===== src/rtl/peripheral_divn.sv =====
// Memory-mapped radix-2 restoring divider with registered bus reads and busy/done/dbz status.
// Optional two's-complement mode is compiled in with `define DIV_SIGNED_EN.
module peripheral_divn #(
    parameter int unsigned WIDTH  = 16,
    parameter int unsigned ADDR_W = 5
) (
    input  logic              clk,
    input  logic              rst,
    input  logic [WIDTH-1:0]  d_in,
    input  logic              cs,
    input  logic [ADDR_W-1:0] addr,
    input  logic              rd,
    input  logic              wr,
    output logic [WIDTH-1:0]  d_out,
    output logic              irq_done
);

    localparam int unsigned CNT_W = $clog2(WIDTH + 1);
    localparam logic [ADDR_W-1:0] ADDR_A    = ADDR_W'(4);
    localparam logic [ADDR_W-1:0] ADDR_B    = ADDR_W'(8);
    localparam logic [ADDR_W-1:0] ADDR_CTRL = ADDR_W'(12);
    localparam logic [ADDR_W-1:0] ADDR_Q    = ADDR_W'(16);
    localparam logic [ADDR_W-1:0] ADDR_R    = ADDR_W'(20);
    localparam logic [ADDR_W-1:0] ADDR_STAT = ADDR_W'(24);

    typedef enum logic [1:0] {S_IDLE, S_RUN, S_FIX} state_t;

    state_t             state, state_d;
    logic [WIDTH-1:0]   a_reg, b_reg, q_reg, r_reg;
    logic [WIDTH-1:0]   wb_q, quo_q, rem_q;
    logic [CNT_W-1:0]   cnt_q;
    logic               done_q, dbz_q, zero_q;
    logic               busy_c, start_c, last_c, sgn_c;
    logic [WIDTH:0]     shifted_c, diff_c;
    logic               ge_c;
    logic [WIDTH-1:0]   rem_n_c, quo_n_c, a_mag_c, b_mag_c;
`ifdef DIV_SIGNED_EN
    logic               sgn_q, neg_q_q, neg_r_q;
`endif

    function automatic logic [WIDTH-1:0] mag(input logic [WIDTH-1:0] v, input logic en);
        return (en && v[WIDTH-1]) ? WIDTH'(~v + 1'b1) : v;
    endfunction

    assign busy_c  = (state != S_IDLE);
    assign start_c = cs && wr && (addr == ADDR_CTRL) && d_in[0] && !busy_c;
    assign last_c  = (cnt_q == CNT_W'(WIDTH - 1));
`ifdef DIV_SIGNED_EN
    assign sgn_c   = d_in[1];
`else
    assign sgn_c   = 1'b0;
`endif
    assign a_mag_c = mag(a_reg, sgn_c);
    assign b_mag_c = mag(b_reg, sgn_c);

    // One restoring step: shift in next dividend bit, subtract divisor if it fits.
    assign shifted_c = {rem_q, quo_q[WIDTH-1]};
    assign ge_c      = (shifted_c >= {1'b0, wb_q});
    assign diff_c    = shifted_c - {1'b0, wb_q};
    assign rem_n_c   = ge_c ? diff_c[WIDTH-1:0] : shifted_c[WIDTH-1:0];
    assign quo_n_c   = {quo_q[WIDTH-2:0], ge_c};

    always_ff @(posedge clk) begin
        if (rst) state <= S_IDLE;
        else     state <= state_d;
    end

    always_comb begin
        state_d = state;
        case (state)
            S_IDLE: if (start_c) state_d = S_RUN;
            S_RUN: begin
                if (zero_q) begin
                    state_d = S_IDLE;
                end else if (last_c) begin
`ifdef DIV_SIGNED_EN
                    state_d = sgn_q ? S_FIX : S_IDLE;
`else
                    state_d = S_IDLE;
`endif
                end
            end
            S_FIX:   state_d = S_IDLE;
            default: state_d = S_IDLE;
        endcase
    end

    always_ff @(posedge clk) begin
        if (rst) begin
            a_reg  <= '0;
            b_reg  <= '0;
            q_reg  <= '0;
            r_reg  <= '0;
            wb_q   <= '0;
            quo_q  <= '0;
            rem_q  <= '0;
            cnt_q  <= '0;
            done_q <= 1'b0;
            dbz_q  <= 1'b0;
            zero_q <= 1'b0;
`ifdef DIV_SIGNED_EN
            sgn_q   <= 1'b0;
            neg_q_q <= 1'b0;
            neg_r_q <= 1'b0;
`endif
        end else begin
            if (cs && wr && addr == ADDR_A) a_reg <= d_in;
            if (cs && wr && addr == ADDR_B) b_reg <= d_in;
            if (start_c) begin
                // Divide-by-zero keeps raw A in the quotient shifter so R can return it.
                zero_q <= (b_reg == '0);
                quo_q  <= (b_reg == '0) ? a_reg : a_mag_c;
                wb_q   <= b_mag_c;
                rem_q  <= '0;
                cnt_q  <= '0;
                done_q <= 1'b0;
                dbz_q  <= 1'b0;
`ifdef DIV_SIGNED_EN
                sgn_q   <= sgn_c;
                neg_q_q <= sgn_c && (a_reg[WIDTH-1] ^ b_reg[WIDTH-1]);
                neg_r_q <= sgn_c && a_reg[WIDTH-1];
`endif
            end else if (state == S_RUN) begin
                if (zero_q) begin
                    q_reg  <= '1;
                    r_reg  <= quo_q;
                    done_q <= 1'b1;
                    dbz_q  <= 1'b1;
                end else begin
                    rem_q <= rem_n_c;
                    quo_q <= quo_n_c;
                    cnt_q <= cnt_q + 1'b1;
`ifdef DIV_SIGNED_EN
                    if (last_c && !sgn_q) begin
`else
                    if (last_c) begin
`endif
                        q_reg  <= quo_n_c;
                        r_reg  <= rem_n_c;
                        done_q <= 1'b1;
                    end
                end
`ifdef DIV_SIGNED_EN
            end else if (state == S_FIX) begin
                q_reg  <= neg_q_q ? WIDTH'(~quo_q + 1'b1) : quo_q;
                r_reg  <= neg_r_q ? WIDTH'(~rem_q + 1'b1) : rem_q;
                done_q <= 1'b1;
`endif
            end
        end
    end

    // Registered read port; holds last value when not reading.
    always_ff @(posedge clk) begin
        if (rst) begin
            d_out <= '0;
        end else if (cs && rd) begin
            case (addr)
                ADDR_A:    d_out <= a_reg;
                ADDR_B:    d_out <= b_reg;
                ADDR_Q:    d_out <= q_reg;
                ADDR_R:    d_out <= r_reg;
                ADDR_STAT: d_out <= WIDTH'({dbz_q, busy_c, done_q});
                default:   d_out <= '0;
            endcase
        end
    end

    assign irq_done = done_q;

endmodule


===== config.mk =====
export PLATFORM = sky130hd
export DESIGN_NAME = peripheral_divn
export DESIGN_NICKNAME = d
export VERILOG_FILES = /design/src/rtl/peripheral_divn.sv
export SDC_FILE = /design/constraint.sdc
export NUM_CORES = 1
export LEC_CHECK = 0
export CORE_MARGIN = 4
export CORE_UTILIZATION = 60
export DETAILED_ROUTE_END_ITERATION = 8
export PLACE_DENSITY_LB_ADDON = 0.15
export SETUP_SLACK_MARGIN = 0.4
export SLEW_MARGIN = 20
export SYNTH_ARGS = -nofsm -noshare
export SYNTH_HDL_FRONTEND = slang
export SYNTH_SLANG_ARGS = --single-unit

===== constraint.sdc =====
create_clock -name clk -period 5.4 [get_ports clk]
set_clock_uncertainty 0.2 [all_clocks]
set_input_delay 1.08 -clock clk [delete_from_list [all_inputs] [get_ports clk]]
set_output_delay 1.08 -clock clk [all_outputs]
set_load 0.005 [all_outputs]

# Word level (Yosys, flattened, before mapping)
# Cells that the tools add are included.
[word_totals]
word_cells = 64
output_inout_bits = 17
reg_bits = 138
inputBits = 26
[classes]
mux = 15
n_reduce_logical = 20
n_addsub = 2
bitwise = 2
magnitude_cmp = 1
eq_ne = 11
[ops]
columns = ["operator", "count"]
rows = [
  ["$mux W16", 8],
  ["$pmux W16 S5", 1],
  ["$ge A17 B16 Y1", 1],
  ["$logic_not A16 Y1", 1],
  ["$sub A16 B16 Y16", 1],
  ["$eq A5 B4 Y1 const B", 3],
  ["$eq A5 B5 Y1 const B", 3],
  ["$reduce_and A2 Y1", 5],
  ["$logic_and A1 B1 Y1", 7],
  ["$mux W2", 3],
  ["$reduce_bool A2 Y1", 3],
  ["$add A5 B1 Y5 const B", 1],
  ["$eq A5 B3 Y1 const B", 1],
  ["$pmux W2 S2", 1],
  ["$ne A3 B3 Y1 const B", 1],
  ["$reduce_and A3 Y1", 1],
  ["$eq A2 B1 Y1 const B", 1],
  ["$logic_not A2 Y1", 1],
  ["$mux W1", 2],
  ["$ne A2 B1 Y1 const B", 1],
  ["$ne A2 B2 Y1 const B", 1],
  ["$not A1 Y1", 2],
  ["$reduce_or A2 Y1", 1],
  ["$logic_not A1 Y1", 1],
]

# Longest topological paths before layout
[depth]
word_depth = 6
mapped_depth = 11
depth_no_buf = 10

# Worst setup path before layout
# No wires, ideal clock.
[synth_timing]
path_type = "input -> register"
startpoint = "input addr[4]"
endpoint = "register quo_q[10]"
setup_time_ns = 0.132
stages = 7
path_slack_ns = 2.597
arrival_time_ns = 2.471
cell_sequence = "buf_2 nand4bb_1 nor3_1 nor2_1 clkbuf_1 nand2_1 a21oi_1"
[synth_between]
elab_chain_len = 6
elab_cells_between_ends = 8
classes_between = "2 x eq/ne; 1 x mux; 5 x reduce/logical"
[synth_rtl]
columns = ["element", "line_no", "source"]
rows = [
  ["from (decl)", "11", "input logic [ADDR_W-1:0] addr,"],
  ["$eq A5 B4 Y1 (*)", "46", "assign start_c = cs && wr && (addr == ADDR_CTRL) && d_in[0] && !busy_c;"],
  ["$logic_and A1 B1 Y1 (*) (3 in series)", "46", ""],
  ["$ne A2 B1 Y1 (no line) or $reduce_bool A2 Y1 (tied branches)", "--", ""],
  ["$reduce_and A2 Y1 (no line)", "--", ""],
  ["to (signal assigned)", "112", "quo_q <= (b_reg == '0) ? a_reg : a_mag_c;"],
  ["to (signal assigned)", "131", "quo_q <= quo_n_c;"],
  ["to (decl)", "30", "logic [WIDTH-1:0] wb_q, quo_q, rem_q;"],
]
# Every way passes the cells marked *; elsewhere a longest branch is shown, timed or not.
# A chain may end at the register's enable or synchronous reset.

# Worst setup path after layout
[layout_timing]
startpoint = "register wb_q[10]"
endpoint = "register r_reg[2]"
[layout_between]
elab_chain_len = 4
[layout_rtl]
columns = ["element", "line_no", "source"]
rows = [
  ["from (decl)", "30", ""],
  ["from (signal assigned)", "113", "wb_q <= b_mag_c;"],
  ["$ge A17 B16 Y1", "58", "assign ge_c = (shifted_c >= {1'b0, wb_q});"],
  ["$mux W16", "60", "assign rem_n_c = ge_c ? diff_c[WIDTH-1:0] : shifted_c[WIDTH-1:0];"],
  ["$mux W16", "136", "if (last_c) begin"],
  ["$mux W16", "124", "if (zero_q) begin"],
  ["to (signal assigned)", "126", "r_reg <= quo_q;"],
  ["to (signal assigned)", "139", "r_reg <= rem_n_c;"],
  ["to (decl)", "29", "logic [WIDTH-1:0] a_reg, b_reg, q_reg, r_reg;"],
]
# Every way passes these cells. The select of a mux whose other input is x is not followed.

==> results.ini <==
[status]
status=complete, no violations

[final_layout]
fillers=800
mostFrequentLayoutCells=dfxtp_1, nand2_1, a21oi_1, nor2_1, clkdlybuf4s50_1
mostFrequentLayoutCell=dfxtp_1
syn_to_final_growth_pct=16.8
drive_above_1_share_pct=6.78
fin_nets=843
n_antenna_cell=0

[timing]
holdWs_ns=0.251
fin_ws_ns=1.93
setup_viol=0
rsz0062_at_grt=no
tightest_slew_ns=1.05
slew_violations=0
fin_crit_ns=3.47
finalSetupTns_ns=0
fmax_mhz=288
final-hold-violation-count=0
max-slew-margin-rel_pct=29.9
finalCritPeriodShare_pct=64.3

[place]
place_ws_ns=1.52
dp_hpwl_um=12800
port_buffers=42
place_congestion=0.969

[drt]
wl_per_cell_um=19.4
remaining_drc_errors=0
wl_um=18400
drt_iter0_markers=777
drt_pre_antenna_iters=7
vias=6041
final_antenna_net_count=0
avgViaCountPerCell=6.38

[clock_network]
root_buffer=clkbuf_8
post-cts-setup-buffer-count=0
clkTransAtPathRegs_ns=0.07
cts_resized=0
cts-htree-levels=4
clk_latency_ns=0.53
cts-hold-fix-buffers=0
cts_tree=done
cts_buffers=17
cts_max_path_buffers=2
cts_sinks=137

[setup_path]
critPathLaunchType=flip-flop
cpMaxStageDelayCell=a31oi_4
worstSetupPathType=reg -> reg
reg2reg_slack_ns=1.93
critPathCaptureType=flip-flop
rr_worst_depth=9
critPathMaxFanout=26
crit_family=compound AO/OA/AOI/OAI gates
critPathBufInv=1
cp.arrival_ns=3.67
path_cells=inv_1 > ha_1 > nand4_1 > nor4_2 > a2111oi_4 > a31oi_4 > mux2_4 > a222oi_1 > nor2_1
rr_endpoint=r_reg[2]$_SDFFE_PP0P_
timing.rr.start=wb_q[10]$_SDFFE_PP0P_
required_ns=5.60
max_stage_delay_ns=0.74

[yosys]
syn_area_mm2=0.00642
syn_area_per_cell_um2=8.24
seq_area_frac_synth_pct=42.7
yosys_warnings=0
synth_ff_type=dfxtp_1
synth_cell_types=55
synthesis.nets=824
synth-async-reset-ratio_pct=0
synth_edf_count=0
syn_inst=779
synth_seq_cells=137

[pwr]
max-vdd-ir-drop_uv=189
pwr-share-comb_pct=3.5
p_leak_nw=2.61
internal_power_mw=1.80
seq_power_share_pct=44.0
p_clk_share_pct=52.5
power_density_mw_per_mm2=308
power.switching_mw=0.509
sw_frac_of_total_pct=22.1

[global_route]
antenna_found_initial=0
grt_max_degree=71
overflow=0
grt_pass1_wl_um=29600
grt_pass1_vias=5881
grt_use_total_pct=29.4

[die]
die_w_um=111
ios=43
die-area_mm2=0.0124
rows=37
core-area_mm2=0.0104
chipHeight_um=111
start_util_pct=61.9

[hold_path]
hold_end=wb_q[6]$_SDFFE_PP0P_
hp-start=wb_q[6]$_SDFFE_PP0P_
hold_depth=2
min_path_type=reg -> reg

[flow_run]
drv_cap=0

==> Yosys cell counts (6+ instances only) <==
master      n  area [um2]
a211oi_1    6        45.0
mux2i_1    27         270
or3_1       7        43.8
a222oi_1   15         150
nor3_1      7        35.0
nand2_1   118         443
inv_1      22        82.6
xnor2_1     8        70.1
o21ai_0    24         120
dfxtp_1   137        2740
nor2_1     91         342
ha_1       18         225
o22ai_1    24         150
a21oi_1   115         576
xor2_1      6        52.6
a22oi_1    30         225
clkbuf_1   42         158
==> layer usage <==
metal	part of all wire [%]	wire, um	vias to the layer above	track usage [%]
met1	42	7650	2852	37.9
met4	1.9	351	0	10.6
met2	48	8760	326	48.3
met5	0	0	-	0
met3	8.9	1650	31	7.23
li1	-	-	2832	-
==> worst min-delay path: stages (launching register included) <==
cell     delay (ns)
dfxtp_1        0.31
nand2_1        0.05
a21oi_1        0.05
==> final cells by class <==
type	instances	area, um2	area share [%]
Clock inverter	14	195	2.60
Inverter	22	82.6	1.10
Tap cell	136	170	2.27
Sequential cell	137	2740	36.6
Multi-Input combinational cell	570	3410	45.5
Clock buffer	18	418	5.58
Timing Repair Buffer	50	478	6.38
==> power groups by stage <==
| stage | combinational [mW] | clock, mW | sequential, mW |
|---|---|---|---|
| floorplan | 0.0450 | 0 | 1.04 |
| global placement | 0.0777 | 0 | 1.04 |
| detailed placement | 0.0790 | 0 | 1.04 |
| CTS | 0.0793 | 1.21 | 1.01 |
| global route | 0.0863 | 1.27 | 1.01 |
| finish | 0.0808 | 1.21 | 1.01 |
==> cells by family (layout without fill, tap and decap cells) <==
family	Yosys count	after routing	synth area share, %
DFF	137	137	42.7
muxes	28	28	4.45
adders and majority gates	19	19	3.82
xor gates and xnor gates	14	14	1.91
and+or+nand+nor	263	263	17.9
AOI/OAI and AO/OA	246	246	24.7
buffers and inverters	72	104	4.52
==> through the flow <==
step           std cells  power, mW  instance area, um2  utilization (%)
5_1_grt              947       2.37                7490             72.3
2_1_floorplan        779       1.08                6420                -
3_5_place_dp         915       1.12                6880             66.3
6_report             947       2.31                7490             72.3
3_3_place_gp         915       1.11                6880             66.3
4_1_cts              947       2.31                7490             72.2
==> worst max path at each step <==
stage	start	to	slack, ns	cells after the start
after global routing	wb_q[9]$_SDFFE_PP0P_	r_reg[2]$_SDFFE_PP0P_	1.77	9
after global placement	addr[4]	d_out[5]$_SDFFE_PP0P_	1.54	7
after floorplan	addr[4]	quo_q[10]$_SDFFE_PP0P_	2.60	7
after CTS	wb_q[10]$_SDFFE_PP0P_	r_reg[2]$_SDFFE_PP0P_	1.94	9
after detailed placement	addr[4]	d_out[10]$_SDFFE_PP0P_	1.52	7
final	wb_q[10]$_SDFFE_PP0P_	r_reg[2]$_SDFFE_PP0P_	1.93	9
(Power assumes the default switching activity.)
